## config.mk

```make
export PLATFORM = sky130hd
export DESIGN_NAME = wb_arbiter
export DESIGN_NICKNAME = d
export VERILOG_FILES = /design/src/rtl/wb_arbiter.sv
export SDC_FILE = /design/constraint.sdc
export NUM_CORES = 1
export LEC_CHECK = 0
export ABC_CLOCK_PERIOD_IN_PS = 3100
export CAP_MARGIN = 40
export CORE_MARGIN = 10
export CORE_UTILIZATION = 40
export CTS_CLUSTER_DIAMETER = 150
export CTS_CLUSTER_SIZE = 8
export DETAILED_ROUTE_END_ITERATION = 7
export PLACE_DENSITY = 0.89
export SKIP_LAST_GASP = 1
export SLEW_MARGIN = 5
export SYNTH_ARGS = -nofsm -noshare
export SYNTH_HDL_FRONTEND = slang
export SYNTH_SLANG_ARGS = --single-unit
```

## constraint.sdc

```tcl
create_clock -name clk -period 3.1 [get_ports clk]
set_input_delay 0.62 -clock clk [delete_from_list [all_inputs] [get_ports clk]]
set_output_delay 0.62 -clock clk [all_outputs]
set_load 0.02 [all_outputs]
```

## src/rtl/wb_arbiter.sv

```systemverilog
// Writeback arbiter: decodes M/W into one regfile write, merges multdiv results via a 2-entry FIFO.
// Write port and stall are combinational; stall asserts only when the FIFO is full and the pipeline also writes.
module wb_arbiter (
  input  logic        clk,
  input  logic        reset,
  input  logic [31:0] mw_instr,
  input  logic [31:0] mw_o,
  input  logic [31:0] mw_d,
  input  logic        mw_exception,
  input  logic        md_ready,
  input  logic [4:0]  md_rd,
  input  logic [31:0] md_result,
  input  logic        md_exception,
  input  logic [31:0] md_status,
  output logic        ctrl_writeEnable,
  output logic [4:0]  ctrl_writeReg,
  output logic [31:0] data_writeReg,
  output logic        stall,
  output logic [1:0]  md_pending
);
  localparam logic [4:0] OP_RTYPE = 5'b00000;
  localparam logic [4:0] OP_ADDI  = 5'b00101;
  localparam logic [4:0] OP_LW    = 5'b01000;
  localparam logic [4:0] OP_JAL   = 5'b00011;
  localparam logic [4:0] OP_SETX  = 5'b10101;
  localparam logic [4:0] REG_EXC  = 5'd30;
  localparam logic [4:0] REG_RA   = 5'd31;

  logic        w_pipe_req;
  logic [4:0]  w_pipe_rd;
  logic [31:0] w_pipe_data;
  logic [4:0]  w_md_rd;
  logic [31:0] w_md_data;
  logic        w_md_vld;
  logic        w_full, w_empty, w_stall, w_deq, w_pipe_wr, w_md_discard, w_bypass, w_enq;
  logic [1:0]  w_valid_nxt;
  logic        w_unused;

  logic [4:0]  r_rd   [2];
  logic [31:0] r_data [2];
  logic [1:0]  r_valid;
  logic        r_head, r_tail;
  logic [1:0]  r_cnt;

  assign w_unused = ^mw_instr[21:0];

  always_comb begin
    w_pipe_req  = 1'b0;
    w_pipe_rd   = mw_instr[26:22];
    w_pipe_data = mw_o;
    if (mw_exception) begin
      w_pipe_req = 1'b1;
      w_pipe_rd  = REG_EXC;
    end else if (mw_instr != 32'h0) begin
      case (mw_instr[31:27])
        OP_RTYPE, OP_ADDI: w_pipe_req = 1'b1;
        OP_LW: begin
          w_pipe_req  = 1'b1;
          w_pipe_data = mw_d;
        end
        OP_JAL: begin
          w_pipe_req = 1'b1;
          w_pipe_rd  = REG_RA;
        end
        OP_SETX: begin
          w_pipe_req = 1'b1;
          w_pipe_rd  = REG_EXC;
        end
        default: w_pipe_req = 1'b0;
      endcase
    end
    if (w_pipe_rd == 5'd0) w_pipe_req = 1'b0;
  end

  assign w_md_rd   = md_exception ? REG_EXC : md_rd;
  assign w_md_data = md_exception ? md_status : md_result;
  assign w_md_vld  = md_ready && (w_md_rd != 5'd0);

  assign w_full       = (r_cnt == 2'd2);
  assign w_empty      = (r_cnt == 2'd0);
  assign w_stall      = w_pipe_req && w_full;
  assign w_pipe_wr    = w_pipe_req && !w_full;
  assign w_deq        = !w_empty && (!w_pipe_req || w_full);
  // Pipeline op is younger, so a same-cycle multdiv result to the same rd is already stale.
  assign w_md_discard = w_pipe_wr && (w_md_rd == w_pipe_rd);
  assign w_bypass     = w_md_vld && !w_pipe_req && w_empty;
  assign w_enq        = w_md_vld && !w_bypass && !w_md_discard;

  always_comb begin
    w_valid_nxt = r_valid;
    if (w_pipe_wr) begin
      for (int i = 0; i < 2; i++) begin
        if (r_rd[i] == w_pipe_rd) w_valid_nxt[i] = 1'b0;
      end
    end
    if (w_deq) w_valid_nxt[r_head] = 1'b0;
    if (w_enq) w_valid_nxt[r_tail] = 1'b1;
  end

  always_comb begin
    ctrl_writeEnable = 1'b0;
    ctrl_writeReg    = 5'd0;
    data_writeReg    = 32'h0;
    if (w_pipe_wr) begin
      ctrl_writeEnable = 1'b1;
      ctrl_writeReg    = w_pipe_rd;
      data_writeReg    = w_pipe_data;
    end else if (w_deq) begin
      if (r_valid[r_head]) begin
        ctrl_writeEnable = 1'b1;
        ctrl_writeReg    = r_rd[r_head];
        data_writeReg    = r_data[r_head];
      end
    end else if (w_bypass) begin
      ctrl_writeEnable = 1'b1;
      ctrl_writeReg    = w_md_rd;
      data_writeReg    = w_md_data;
    end
    if (reset) begin
      ctrl_writeEnable = 1'b0;
      ctrl_writeReg    = 5'd0;
      data_writeReg    = 32'h0;
    end
  end

  assign stall      = w_stall && !reset;
  assign md_pending = {1'b0, r_valid[0]} + {1'b0, r_valid[1]};

  always_ff @(posedge clk or posedge reset) begin
    if (reset) begin
      r_valid <= 2'b00;
      r_head  <= 1'b0;
      r_tail  <= 1'b0;
      r_cnt   <= 2'd0;
    end else begin
      r_valid <= w_valid_nxt;
      r_head  <= r_head ^ w_deq;
      r_tail  <= r_tail ^ w_enq;
      r_cnt   <= r_cnt + {1'b0, w_enq} - {1'b0, w_deq};
    end
  end

  // Payload needs no reset: the valid bits alone decide whether it is ever used.
  always_ff @(posedge clk) begin
    if (w_enq) begin
      r_rd[r_tail]   <= w_md_rd;
      r_data[r_tail] <= w_md_data;
    end
  end
endmodule

```

==> flow_metrics.env <==
export IMPL_dr_wl_met2_um=10100
export IMPL_finalWorstPathRequiredPeriod_ns=3.33
export IMPL_critPathSlowestCell="or4_4"
export IMPL_cts_buffers=9
export IMPL_ys_ff_latch=80
export IMPL_synth_edff_count=74
export IMPL_grt_pass1_wl_um=29000
export IMPL_synth_flop_cell="edfxtp_1"
export IMPL_portBuffers=188
export IMPL_cpMostUsedCell="buf_4"
export IMPL_drive_above_1_share=0.467
export IMPL_synth_area_top_cells="edfxtp_1 43%, mux2_2 15%, a311oi_1 5.5%"
export IMPL_die_x_um=133
export IMPL_clock_latency_ns=0.33
export IMPL_crit_buf_inv=7
export IMPL_areaGrowthSynthToFinish_pct=72.7
export IMPL_end_kind="output pin"
export IMPL_vias=4966
export IMPL_grt_pass1_vias=5262
export IMPL_hold_path_class="in2async"
export IMPL_status="finished, violations left"
export IMPL_overflow=0
export IMPL_power_leakage_uw=0.00333
export IMPL_crit_chain="clkdlybuf4s15_2 -> or4_4 -> o21ai_1 -> buf_4 -> nor4_4 -> buf_4 -> buf_8 -> buf_12 -> buf_6 -> a221oi_2 -> a211oi_2 -> buf_4"
export IMPL_dp_cells=847
export IMPL_max_freq_mhz=300
export IMPL_violations="negative setup slack"
export IMPL_io_pins=211
export IMPL_yosysUniqueCellTypes=55
export IMPL_cpPeakStageDelay_ns=0.47
export IMPL_diodes=0
export IMPL_power_density_mw_per_mm2=660
export IMPL_setup_viol=38
export IMPL_seq_area_mm2=0.00237
export IMPL_critical_path_startpoint="md_rd[3]"
export IMPL_chipHeight_um=133
export IMPL_initial_utilization=0.408
export IMPL_reg2reg_from="r_cnt[0]$_DFF_PP0_"
export IMPL_cp_top_family="buffers and inverters"
export IMPL_critPathMaxFanout=6
export IMPL_netlist_instances=442
export IMPL_drv_cap=0
export IMPL_hold_viol=0
export IMPL_slew_viol_final=0
export IMPL_final_setup_tns_ns=-6.59
export IMPL_path_class="in2out"
export IMPL_ys_warn_count=0
export IMPL_routedWlPerCell_um=21.7
export IMPL_seq_area_frac_synth=0.463
export IMPL_htree_levels=3
export IMPL_cts_root_buf="clkbuf_16"
export IMPL_synth_top_area_cell="edfxtp_1"
export IMPL_ant_nets=0
export IMPL_num_rows=41
export IMPL_worst_ep_arrival_time_ns=2.71
export IMPL_die_area_mm2=0.0177
export IMPL_num_fill_cells=877
export IMPL_async_flop_share=0.0750
export IMPL_fin_skew_ns=0.00576
export IMPL_grt_use_total=0.203
export IMPL_top_layer="met4"
export IMPL_required_ns=2.48
export IMPL_tightest_slew_ns=0.446
export IMPL_dr_pass1_iters=5
export IMPL_finalNetCount=887
export IMPL_synth_nets=616
export IMPL_place_hpwl_um=13300
export IMPL_instances_no_fill=890
export IMPL_max_slew_margin_rel=0.703
export IMPL_drc=0
export IMPL_cp_start_kind="primary input"
export IMPL_antenna_found_initial=0
export IMPL_ir_drop_v=0.000442
export IMPL_finalCritPeriodShare=1.07
export IMPL_wl_um=19300
export IMPL_syn_area_mm2=0.00513
export IMPL_avgSynthCellArea_um2=11.6
export IMPL_drt_initial_drc_count=351
export IMPL_wl_met1_um=7730
export IMPL_coreArea_mm2=0.0126
export IMPL_synth_top_area_share=0.433
export IMPL_multi_input_area_mm2=0.00303
export IMPL_grt_max_degree=39
export IMPL_pre_cts_ws_ns=-1.19
export IMPL_clk_pin_slew_ns=0.06
export IMPL_setup_ws_ns=-0.229
export IMPL_vias_per_cell=5.58
export IMPL_cts_sinks=80
export IMPL_clockBufferDepth=2
export IMPL_cts_tree="done"
export IMPL_place_congestion=0.880
export IMPL_rsz0062_at_grt="yes"
export IMPL_wl_met3_um=1150
-- kinds of logic (layout without fill, tap and decap cells) --
group | after synthesis | count (layout) | synth area share
AOI/OAI and AO/OA | 108 | 108 | 0.185
xor gates and xnor gates | 6 | 6 | 0.0103
and+or+nand+nor | 125 | 125 | 0.120
muxes | 71 | 71 | 0.155
buffers and inverters | 48 | 324 | 0.0566
DFF | 80 | 80 | 0.463
adders and majority gates | 4 | 4 | 0.00976
-- worst register-to-register path, cell delays in order, from the launching register on --
cell and delay (ns):
dfrtp_1 0.34, nand2b_1 0.13, a21boi_1 0.25, buf_4 0.16
o21ai_0 0.07, a2111oi_1 0.45, a211oi_2 0.15, buf_4 0.18
ha_4 0.22, buf_8 0.19
-- metal layers --
metal  global-route usage  vias to the layer above
met4               0.0526                        0
li1                     -                     2313
met1                0.231                     2416
met5                    0                        -
met2                0.371                      203
met3               0.0496                       34
-- metrics by stage --
step / util / instance area [um^2] / total power, uW / hold slack (ns)
after floorplan: - / 5520 / 3200 / 0.519
after global placement: 0.643 / 8080 / 4080 / 0.554
after detailed placement: 0.643 / 8080 / 4150 / 0.556
after CTS: 0.687 / 8640 / 5650 / 0.435
after global routing: 0.704 / 8850 / 6090 / 0.447
final: 0.704 / 8850 / 5840 / 0.435
-- report_power, final --
group / switching [uW] / internal, uW / total [uW]
sequential: 108 / 1460 / 1570
combinational: 1520 / 1540 / 3060
clock: 415 / 791 / 1210
total: 2040 / 3790 / 5840
-- cell usage after synthesis, drive strengths merged (2+ instances only) --
cell,instances
a211oi,4
a21boi,2
a21oi,5
a221oi,37
a22o,2
a22oi,2
a311o,2
a311oi,32
a31oi,2
a32o,2
and3b,2
buf,16
clkbuf,17
dfrtp,6
dlygate4sd1,6
edfxtp,74
ha,4
inv,9
mux2,69
mux2i,2
nand2,74
nand2b,4
nand3,2
nand4b,2
nor2,13
nor2b,3
nor3,6
nor3b,3
nor4,6
o21a,3
o21ai,9
o41ai,2
or2,2
or3,2
or4,2
or4b,2
xnor2,3
xor2,3
-- registers in the layout, indices dropped and copies added (netlist names) --
| register | flops |
|---|---|
| r_data | 64 |
| r_valid | 2 |
| r_rd | 10 |
| r_head | 1 |
| r_cnt | 2 |
| r_tail | 1 |
-- final timing paths --
path,end,slack (ns),cells past startpoint
min,r_cnt[0]$_DFF_PP0_,0.44,2
min in group clk,r_valid[0]$_DFF_PP0_,0.57,1
min reg2reg,r_valid[0]$_DFF_PP0_,0.57,1
max reg2reg,r_data[0][22]$_DFFE_PP_,0.71,9
max,ctrl_writeReg[4],-0.23,12
max in group asynchronous,r_head$_DFF_PP0_,2.44,2
-- what timing repair did --
action / CTS / global route
hold endpoints to repair: 0 / 0
hold buffers: 0 / 0
gates cloned: 3 / 3
setup buffers: 17 / 5
resized for setup: 241 / 22
setup endpoints to repair: 118 / 93
pin swaps: 11 / 1
-- final cells by class --
class	instances	area share
clock buffers	10	0.0259
well taps	172	0.0243
clock inverters	6	0.0130
multi-input cells	314	0.342
repair buffers	299	0.323
flip-flops and latches	80	0.268
inverters	9	0.00382
-- placed cells by master (no fill, tap or decap), types with 5 or more instances in the layout --
cell,n
clkdlybuf4s50_1,134
buf_4,116
edfxtp_1,74
nand2_1,72
mux2_2,69
a311oi_2,32
a221oi_2,24
buf_2,16
clkbuf_16,12
buf_12,12
nor2_1,11
inv_1,9
a221oi_4,8
o21ai_0,6
buf_6,6
a221oi_1,5
dfrtp_1,5
(Power assumes the default switching activity.)
